--- config.mk ---
export PLATFORM = sky130hd
export DESIGN_NAME = lcd_pixel_reader
export DESIGN_NICKNAME = d
export VERILOG_FILES = /design/src/rtl/lcd_pixel_reader.sv
export SDC_FILE = /design/constraint.sdc
export NUM_CORES = 1
export LEC_CHECK = 0
export CORE_ASPECT_RATIO = 0.5
export CORE_MARGIN = 2
export CORE_UTILIZATION = 55
export DETAILED_ROUTE_END_ITERATION = 7
export GPL_TIMING_DRIVEN = 1
export PLACE_DENSITY = 0.88
export SLEW_MARGIN = 20
export SYNTH_ARGS = -nofsm -noshare
export SYNTH_HDL_FRONTEND = slang
export SYNTH_SLANG_ARGS = --single-unit
--- constraint.sdc ---
create_clock -name clk_50mhz -period 4 [get_ports clk_50mhz]
set_input_delay 1.2 -clock clk_50mhz [delete_from_list [all_inputs] [get_ports clk_50mhz]]
set_output_delay 1.2 -clock clk_50mhz [all_outputs]
set_load 0.01 [all_outputs]
--- src/rtl/lcd_pixel_reader.sv ---
// lcd_pixel_reader: oversampling receiver for the parallel RGB LCD bus.
// Recovers x/y-tagged pixels and checks line/frame geometry.
module lcd_pixel_reader #(
  parameter int H_ACTIVE        = 480,
  parameter int V_ACTIVE        = 272,
  parameter bit SYNC_ACTIVE_LOW = 1'b1,
  parameter int X_W             = 10,
  parameter int Y_W             = 10
) (
  input  logic           clk_50mhz,
  input  logic           rst,
  input  logic [23:0]    lcd_rgb,
  input  logic           lcd_dclk,
  input  logic           lcd_disp_en,
  input  logic           lcd_hsync,
  input  logic           lcd_vsync,
  input  logic           lcd_den,
  output logic [23:0]    pix_rgb,
  output logic [X_W-1:0] pix_x,
  output logic [Y_W-1:0] pix_y,
  output logic           pix_valid,
  output logic           line_start,
  output logic           frame_start,
  output logic           frame_done,
  output logic [X_W-1:0] line_len,
  output logic [Y_W-1:0] line_cnt,
  output logic           line_err,
  output logic           frame_err
);

  typedef enum logic [1:0] {
    IDLE,
    VBLANK,
    ACTIVE
  } state_t;

  state_t state, state_n;

  logic [28:0] bus_in, s1, s2;
  logic        dclk_q;

  logic [23:0] rgb_s;
  logic        dclk_s, disp_s, vs_s, den_s;
  logic        sync_unused;

  logic        sample, vs_act, vs_edge, vs_prev, vsp_n;
  logic        close, go_blank, go_act;

  logic [X_W-1:0] x, x_n, x_inc, x_p1;
  logic [Y_W-1:0] y, y_n, y_inc, y_cl;

  logic [23:0]    rgb_n;
  logic [X_W-1:0] px_n, len_n;
  logic [Y_W-1:0] py_n, cnt_n;
  logic           pv_n, ls_n, fs_n, fd_n, le_n, fe_n;

  assign bus_in = {lcd_rgb, lcd_dclk, lcd_disp_en,
                   lcd_hsync, lcd_vsync, lcd_den};

  assign rgb_s       = s2[28:5];
  assign dclk_s      = s2[4];
  assign disp_s      = s2[3];
  assign sync_unused = s2[2];
  assign vs_s        = s2[1];
  assign den_s       = s2[0];

  assign sample  = dclk_s & ~dclk_q;
  assign vs_act  = SYNC_ACTIVE_LOW ? ~vs_s : vs_s;
  assign vs_edge = vs_act & ~vs_prev;

  assign close    = (state != IDLE) & (~disp_s | vs_edge);
  assign go_blank = (state == VBLANK) & ~close;
  assign go_act   = (state == ACTIVE) & ~close;

  assign x_p1  = x + X_W'(1);
  assign x_inc = (x == '1) ? x : x_p1;
  assign y_inc = (y == '1) ? y : y + Y_W'(1);

  // Two-stage synchroniser on the whole bus plus dclk edge history
  always_ff @(posedge clk_50mhz) begin
    if (!rst) begin
      s1     <= '0;
      s2     <= '0;
      dclk_q <= 1'b0;
    end else begin
      s1     <= bus_in;
      s2     <= s1;
      dclk_q <= dclk_s;
    end
  end

  // State register
  always_ff @(posedge clk_50mhz) begin
    if (!rst) state <= IDLE;
    else      state <= state_n;
  end

  // Next state, counters and registered outputs at each sample
  always_comb begin
    state_n = state;
    x_n     = x;
    y_n     = y;
    vsp_n   = vs_prev;
    y_cl    = y;
    rgb_n   = pix_rgb;
    px_n    = pix_x;
    py_n    = pix_y;
    len_n   = line_len;
    cnt_n   = line_cnt;
    pv_n    = 1'b0;
    ls_n    = 1'b0;
    fs_n    = 1'b0;
    fd_n    = 1'b0;
    le_n    = 1'b0;
    fe_n    = 1'b0;
    if (sample) begin
      vsp_n = vs_act;
      if (state == ACTIVE) y_cl = y_inc;
      unique case (1'b1)
        (state == IDLE): begin
          if (disp_s && vs_edge) begin
            state_n = VBLANK;
            fs_n    = 1'b1;
            y_n     = '0;
          end
        end
        close: begin
          if (state == ACTIVE) begin
            len_n = x_p1;
            le_n  = (x_p1 != X_W'(H_ACTIVE));
          end
          cnt_n = y_cl;
          fd_n  = 1'b1;
          fe_n  = (y_cl != Y_W'(V_ACTIVE));
          if (disp_s) begin
            fs_n    = 1'b1;
            y_n     = '0;
            state_n = VBLANK;
          end else begin
            y_n     = y_cl;
            state_n = IDLE;
          end
        end
        go_blank: begin
          if (den_s) begin
            state_n = ACTIVE;
            x_n     = '0;
            pv_n    = 1'b1;
            ls_n    = 1'b1;
            rgb_n   = rgb_s;
            px_n    = '0;
            py_n    = y;
          end
        end
        go_act: begin
          if (den_s) begin
            x_n   = x_inc;
            pv_n  = 1'b1;
            rgb_n = rgb_s;
            px_n  = x_inc;
            py_n  = y;
          end else begin
            len_n   = x_p1;
            le_n    = (x_p1 != X_W'(H_ACTIVE));
            y_n     = y_inc;
            state_n = VBLANK;
          end
        end
        default: state_n = IDLE;
      endcase
    end
  end

  // Counters and output registers
  always_ff @(posedge clk_50mhz) begin
    if (!rst) begin
      x           <= '0;
      y           <= '0;
      vs_prev     <= 1'b0;
      pix_rgb     <= '0;
      pix_x       <= '0;
      pix_y       <= '0;
      pix_valid   <= 1'b0;
      line_start  <= 1'b0;
      frame_start <= 1'b0;
      frame_done  <= 1'b0;
      line_len    <= '0;
      line_cnt    <= '0;
      line_err    <= 1'b0;
      frame_err   <= 1'b0;
    end else begin
      x           <= x_n;
      y           <= y_n;
      vs_prev     <= vsp_n;
      pix_rgb     <= rgb_n;
      pix_x       <= px_n;
      pix_y       <= py_n;
      pix_valid   <= pv_n;
      line_start  <= ls_n;
      frame_start <= fs_n;
      frame_done  <= fd_n;
      line_len    <= len_n;
      line_cnt    <= cnt_n;
      line_err    <= le_n;
      frame_err   <= fe_n;
    end
  end

endmodule

# After elaboration in Yosys (flattened, before gate mapping)
# Cells that the tools add are included.
# W data, S select, Z words.
dict set report totals {
  reg_bits 142
  input_bits 31
  out_inout_bits 70
  elab_cells 86
}
dict set report op_classes {
  addsub 2
  n_eq_ne 12
  mux 27
  bitwise 11
  reduce_logical 17
}
# cell n
set ops {}
lappend ops {{$mux W10} 11}
lappend ops {{$pmux W10 S2} 2}
lappend ops {{$pmux W10 S3} 1}
lappend ops {{$add A10 B1 Y10 const B} 2}
lappend ops {{$eq A10 B10 Y1 const B} 2}
lappend ops {{$ne A10 B9 Y1 const B} 2}
lappend ops {{$reduce_and A3 Y1} 4}
lappend ops {{$reduce_and A4 Y1} 3}
lappend ops {{$pmux W2 S4} 1}
lappend ops {{$mux W1} 7}
lappend ops {{$mux W2} 3}
lappend ops {{$ne A2 B2 Y1 const B} 3}
lappend ops {{$reduce_bool A2 Y1} 3}
lappend ops {{$and A1 B1 Y1} 5}
lappend ops {{$not A1 Y1} 5}
lappend ops {{$reduce_and A5 Y1} 1}
lappend ops {{$ne A2 B1 Y1 const B} 2}
lappend ops {{$pmux W1 S2} 2}
lappend ops {{$reduce_and A2 Y1} 2}
lappend ops {{$ne A3 B3 Y1 const B} 1}
lappend ops {{$reduce_bool A3 Y1} 1}
lappend ops {{$eq A2 B1 Y1 const B} 1}
lappend ops {{$eq A2 B2 Y1 const B} 1}
lappend ops {{$logic_not A2 Y1} 1}
lappend ops {{other kinds (3)} 3}

# Logic depth before layout (Yosys ltp)
# Gate-level depths: netlist of the first run.
dict set report logic_depth {
  depth_word 8
  depth_mapped 8
  mapped_depth_nobuf 6
}

# Worst setup path after synthesis of the first run
# Ideal clock, no wire load.
dict set report synth_timing {
  kind {input -> register}
  startpoint {input port rst}
  endpoint {register line_cnt[2]}
  arrival_time_ps 1864
  required_time_ps 3868
  path_slack_ps 2004
  cell_stages 4
  path_buffers 2
  path_cell_list {inv_2 -> clkbuf_1 -> clkbuf_1 -> a21oi_1}
}
# element line
set synth_lines {}
lappend synth_lines {{from (decl)} 11} ;# input logic rst,
lappend synth_lines {{to (signal assigned)} 203} ;# line_cnt <= cnt_n;
lappend synth_lines {{to (decl)} 26} ;# output logic [Y_W-1:0] line_cnt,
# No word-level cell between the ends.

==> reports/metrics.cfg, run 1 <==
[run_status]
status=finished clean

[finish]
final_area_um2=6918
syn2layout_area_growth_pct=30.31
insertedDiodeCount=0
nets=717
fill_cells=670
drive_above_1_share_pct=7.317

[timing]
setup_viol=0
slew_viol_final=0
fin_crit_sh_pct=67.63
slew_headroom_pct=33.02
max_freq_mhz=369.6
rsz0062_at_grt=no
skew_ns=0.009409
period_needed_ns=2.705
tns_ns=0
finalHoldViolations=0
tightestPinTransition_ns=1.001

[pwr]
p_leak_nw=2.390
p_sw_mw=0.6981
ir_drop_uv=341.9
power.clock.fraction_pct=49.6
p_sw_share_pct=23.30
p_int_mw=2.298
comb_power_share_pct=2.6
powerDensity_nw_per_um2=433.2
seqPwrFrac_pct=47.8

[worst_setup_path]
cp-startpoint=x[2]
crit_family=buffers and inverters
rr_startpoint=state[0]
cp.required_ns=2.80
cp.arrival_ns=1.51
start_kind=register
slowest_stage=clkdlybuf4s50_1
worst_path_largest_cell_delay_ns=0.60
cp_cell_sequence=clkdlybuf4s50_1
critPathCaptureType=output port
path_buf_inv=1
cp_max_fo=7
rrSetupSlack_ns=1.52
setup.worst_path.class=register to output port

[global_route]
grt_use_total_pct=24.40
overflow=0
antenna_found_initial=0
grt_max_degree=44
grt_pass1_wl_um=20010
first_global_vias=4133

[synth]
synth_area_um2=5309
synth_edf_count=0
syn_area_per_cell_um2=8.848
async_flop_share_pct=0
synthFlopType=dfxtp_1
synth_cell_types=56
synth-seq-cells=140
synth_cells=600
ys.warnings.count=0
ys_seq_area_share_pct=52.79
syn_nets=633

[clock_network]
clock_sinks=140
clockBufferDepth=2
cts-resized-gates=0
ctsHoldBuffers=0
worst_skew_pair.late_latency_ns=0.42
cts_setup_buffers=0
cts_tree=yes
path_clk_slew_ns=0.06
ctsHtreeMaxLevel=4
root_buffer=clkbuf_16
cts_buffers=17

[route]
wl_per_cell_um=14.91
vias=4547
drt-initial-drc-count=468
drtAntennaViolNets=0
detail_route.first_pass.iterations=5
vias_per_cell=5.465
drt_wl_total_um=12410
drc_errors=0

[placed_design]
gp_congestion=0.8888
dp_hpwl_um=7905
dpl_cell_area_um2=6350
io_buffers=99

[floorplanning]
die_w_um=142.9
placementRows=25
die_y_um=73.47
initial_core_util_pct=56.39
ioPinCount=101
core_um2=9415
dieArea_um2=10500

[worst_hold_path]
hold_start=s1[24]
min_path_type=register to register

[flow_run]
drv_cap=0

[state kept, by name, indices dropped and copies added, names as in the netlist, 2 cells and up]
signal	cells
line_cnt	10
line_len	10
pix_rgb	24
pix_y	10
s1	28
s2	28
state	2
x	10
y	10
[layout by cell type, fill, tap and decap left out, drive strengths merged, types with 9 or more instances in the layout]
cell type and n:
and2 60, o21ai 26, nor3 10, nand3 14
nor2 28, or3 9, dfxtp 140, nand2 104
a211oi 11, a21oi 65, clkdlybuf4s50 98, clkbuf 18
inv 13
[metrics by stage]
stage	worst slack, ns	hold WS (ns)	util, %	instances	power, mW
floorplan	2.004	0.4119	-	600	1.500
global placement	1.277	0.4143	67.44	800	1.538
detailed placement	1.242	0.4169	67.44	800	1.540
CTS	1.302	0.4260	73.48	832	3.010
global route	1.269	0.4421	73.48	832	3.083
finish	1.295	0.4255	73.48	832	2.997
[synthesized netlist by cell type, types with 2 or more instances]
master       n  area (µm²)
dfxtp_1    140        2803
nand2_1    104       390.4
a21oi_1     65       325.3
and2_1      60       375.4
clkbuf_1    33       123.9
nor2_1      28       105.1
o21ai_0     23       115.1
nand3_1     14       70.07
a211oi_1    10       75.07
nor3_1      10       50.05
or3_1        9       56.30
and3_1       6       37.54
buf_2        6       30.03
xnor2_1      6       52.55
a31oi_1      5       31.28
inv_1        5       18.77
nand2b_1     5       31.28
nand4_1      4       25.02
nor4_1       4       25.02
o22ai_1      4       25.02
xor2_1       4       35.03
a311oi_1     3       26.28
a41oi_1      3       26.28
mux2_2       3       33.78
nor2b_1      3       18.77
o21ai_1      3       15.01
or3b_1       3       26.28
a211o_1      2       17.52
a2bb2oi_1    2       17.52
ha_1         2       25.02
nor4b_1      2       17.52
o211a_1      2       20.02
o211ai_1     2       15.01
o31ai_1      2       15.01
o31ai_2      2       25.02
[cells by family (layout without fill, tap and decap cells)]
kind of cell	Yosys count	count (layout)	share of synthesized area [%]
fa+ha+maj	2	2	0.4713
flops	140	140	52.79
simple gates	255	255	23.57
buf+inv	46	143	3.417
compound gates	144	144	17.46
xor+xnor	10	10	1.650
mux	3	3	0.6363
[layout make-up]
| type | instances | area [µm²] | share of cell area [%] |
|---|---|---|---|
| clock buffer | 18 | 439.2 | 6.348 |
| clock inverter | 14 | 128.9 | 1.863 |
| inverter | 6 | 22.52 | 0.3256 |
| multi-input combinational | 414 | 2325 | 33.60 |
| sequential | 140 | 2803 | 40.51 |
| tap | 135 | 168.9 | 2.442 |
| timing repair buffer | 105 | 1031 | 14.90 |
[power by group through the flow]
stage               Sequential, mW  Combinational (mW)  Clock, mW
finish                        1.43              0.0785       1.49
CTS                           1.43              0.0790       1.50
detailed placement            1.46              0.0779          0
global route                  1.43              0.0858       1.56
global placement              1.46              0.0764          0
floorplan                     1.46              0.0419          0
[metal layers]
| metal | GRT usage [%] | wire [µm] | vias to the layer above |
|---|---|---|---|
| met2 | 40.19 | 5769 | 194 |
| li1 | - | - | 2227 |
| met3 | 5.215 | 866 | 35 |
| met4 | 11.66 | 314 | 0 |
| met1 | 31.14 | 5458 | 2091 |
| met5 | 0 | 0 | - |
[final timing paths]
check        endpoint  cells past startpoint
max          pix_x[2]                      1
min            s2[24]                      1
max reg2reg      x[7]                      6
min reg2reg    s2[24]                      1
(Power assumes the default switching activity.)
==> run 2: changes to the inputs <==
CORE_UTILIZATION = 46   (was 55)
PLACE_DENSITY = 0.79   (was 0.88)
clock period = 2.2 ns   (was 4 ns; I/O delays follow)
==> run 2 against run 1 <==
Compared with the run above:
- global-route usage is 3.7 points lower
- power up 86%
- register-to-register slack got worse by 1.4 ns
- largest cell class unchanged
==> reports/metrics.cfg, run 2 (synthesis gave the netlist of run 1 again) <==
[global_route]
grtUsageMet3_pct=5.429
first_global_vias=4307
grt_pass1_wl_um=20150
overflow=0
grt_max_degree=36
busiest_layer=met2
grt_use_met2_pct=33.94
grt_use_total_pct=20.68
grt.met1_usage_pct=25.56
antenna_found_initial=0

[pwr]
seqPwrFrac_pct=46.7
power.clock.fraction_pct=50.6
p_sw_share_pct=23.06
p_int_mw=4.287
p_sw_mw=1.285
powerDensity_nw_per_um2=785.0
comb_power_share_pct=2.7
ir_drop_uv=681.1
p_leak_nw=2.496

[clock_network]
root_buffer=clkbuf_16
worst_skew_pair.late_latency_ns=0.41
cts_buffers=17
cts_setup_buffers=0
clock_sinks=140
cts_tree=yes
path_clk_slew_ns=0.06
clockBufferDepth=2
ctsHtreeMaxLevel=4

[route]
wl_per_cell_um=14.25
vias_per_cell=5.194
vias=4462
drt_wl_total_um=12240
drc_errors=0
drtAntennaViolNets=0
drt-initial-drc-count=215
detail_route.first_pass.iterations=5

[floorplanning]
die_w_um=155.9
ioPinCount=101
die_y_um=79.97
initial_core_util_pct=47.77
placementRows=27
core_um2=11110
dieArea_um2=12470

[finish]
final_common_cell=dfxtp_1
drive_above_1_share_pct=9.664
insertedDiodeCount=0
final_cell_mix=dfxtp_1 (139), nand2_1 (104), clkdlybuf4s50_1 (98), a21oi_1 (65), and2_1 (60)
nets=734
syn2layout_area_growth_pct=33.70
top_regs=s1 (28), s2 (28), pix_rgb (24)

[worst_setup_path]
crit_family=buffers and inverters
worst-path-stages=1
rrSetupSlack_ns=0.17
worstSetupEndpoint=pix_x[4]
cp_cell_sequence=clkdlybuf4s50_1
cp-startpoint=x[4]
slowest_stage=clkdlybuf4s50_1
path_buf_inv=1
cp.required_ns=1.54
rr_worst_depth=6
critPathCaptureType=output port
worst_r2r_endpoint=frame_err
worst_path_largest_cell_delay_ns=0.59
setup.worst_path.class=register to output port
start_kind=register
cp_max_fo=7
rr_startpoint=y[1]
cp.arrival_ns=1.47

[timing]
period_needed_ns=2.128
skew_ns=0.008418
rsz0062_at_grt=no
slew_viol_final=0
slew_headroom_pct=64.06
finalHoldViolations=0
fin_crit_sh_pct=96.72
setup_viol=0
max_freq_mhz=470.0
tns_ns=0
tightestPinTransition_ns=0.5391
holdWs_ns=0.4313

[flow_run]
drv_cap=0

[worst_hold_path]
min_path_type=register to register
hold_start=s1[22]

[placed_design]
gp_congestion=0.8685
dp_hpwl_um=8206
io_buffers=99

[run_status]
status=finished clean

run 2: cell types whose count changed in the layout (fill, tap and decap cells not counted), sizes merged:
cell	delta
clkinvlp	-2
buf	+17
clkbuf	-1
inv	+3
bufinv	+1
clkinv	-1
run 2: what timing repair did:
action                     4_1_cts  5_1_grt
setup endpoints to repair        0        1
gates resized for setup          0        1
hold buffers                     0        0
run 2: worst min-delay path by stage:
stage	to	slack, ns	cells after the start
after global placement	s2[19]	0.41	1
after detailed placement	s2[22]	0.42	1
after CTS	s2[22]	0.43	1
final	s2[22]	0.43	1
after global routing	s2[8]	0.44	1
after floorplan	s2[0]	0.41	1
run 2: stage by stage:
stage | std cells | power, mW | instance area (µm²) | setup WS [ns] | util [%]
CTS | 859 | 5.621 | 7097 | 0.05308 | 63.85
global placement | 827 | 2.806 | 6502 | 0.2749 | 58.50
finish | 859 | 5.572 | 7098 | 0.07219 | 63.86
global route | 859 | 5.761 | 7098 | 0.0008562 | 63.86
floorplan | 600 | 2.728 | 5309 | 0.2173 | -
detailed placement | 827 | 2.809 | 6502 | 0.2187 | 58.50
run 2: layout make-up:
type	count	area, µm²
Inverter	6	22.52
Tap cell	145	181.4
Sequential cell	140	2804
Multi-Input combinational cell	414	2325
Clock buffer	17	425.4
Timing Repair Buffer	122	1171
Fill cell	948	4016
Clock inverter	15	168.9
run 2: power by group through the flow:
| stage | logic, mW | clock network (mW) | registers, mW |
|---|---|---|---|
| final | 0.150 | 2.82 | 2.60 |
| after global placement | 0.150 | 0 | 2.66 |
| after global routing | 0.166 | 2.99 | 2.60 |
| after CTS | 0.152 | 2.87 | 2.60 |
| after detailed placement | 0.151 | 0 | 2.66 |
| after floorplan | 0.0762 | 0 | 2.65 |
run 2: layer usage:
metal | share of wire (%) | vias to the layer above
met5 | 0 | -
met1 | 46 | 2051
met3 | 5.1 | 18
li1 | - | 2268
met4 | 1.7 | 0
met2 | 48 | 125
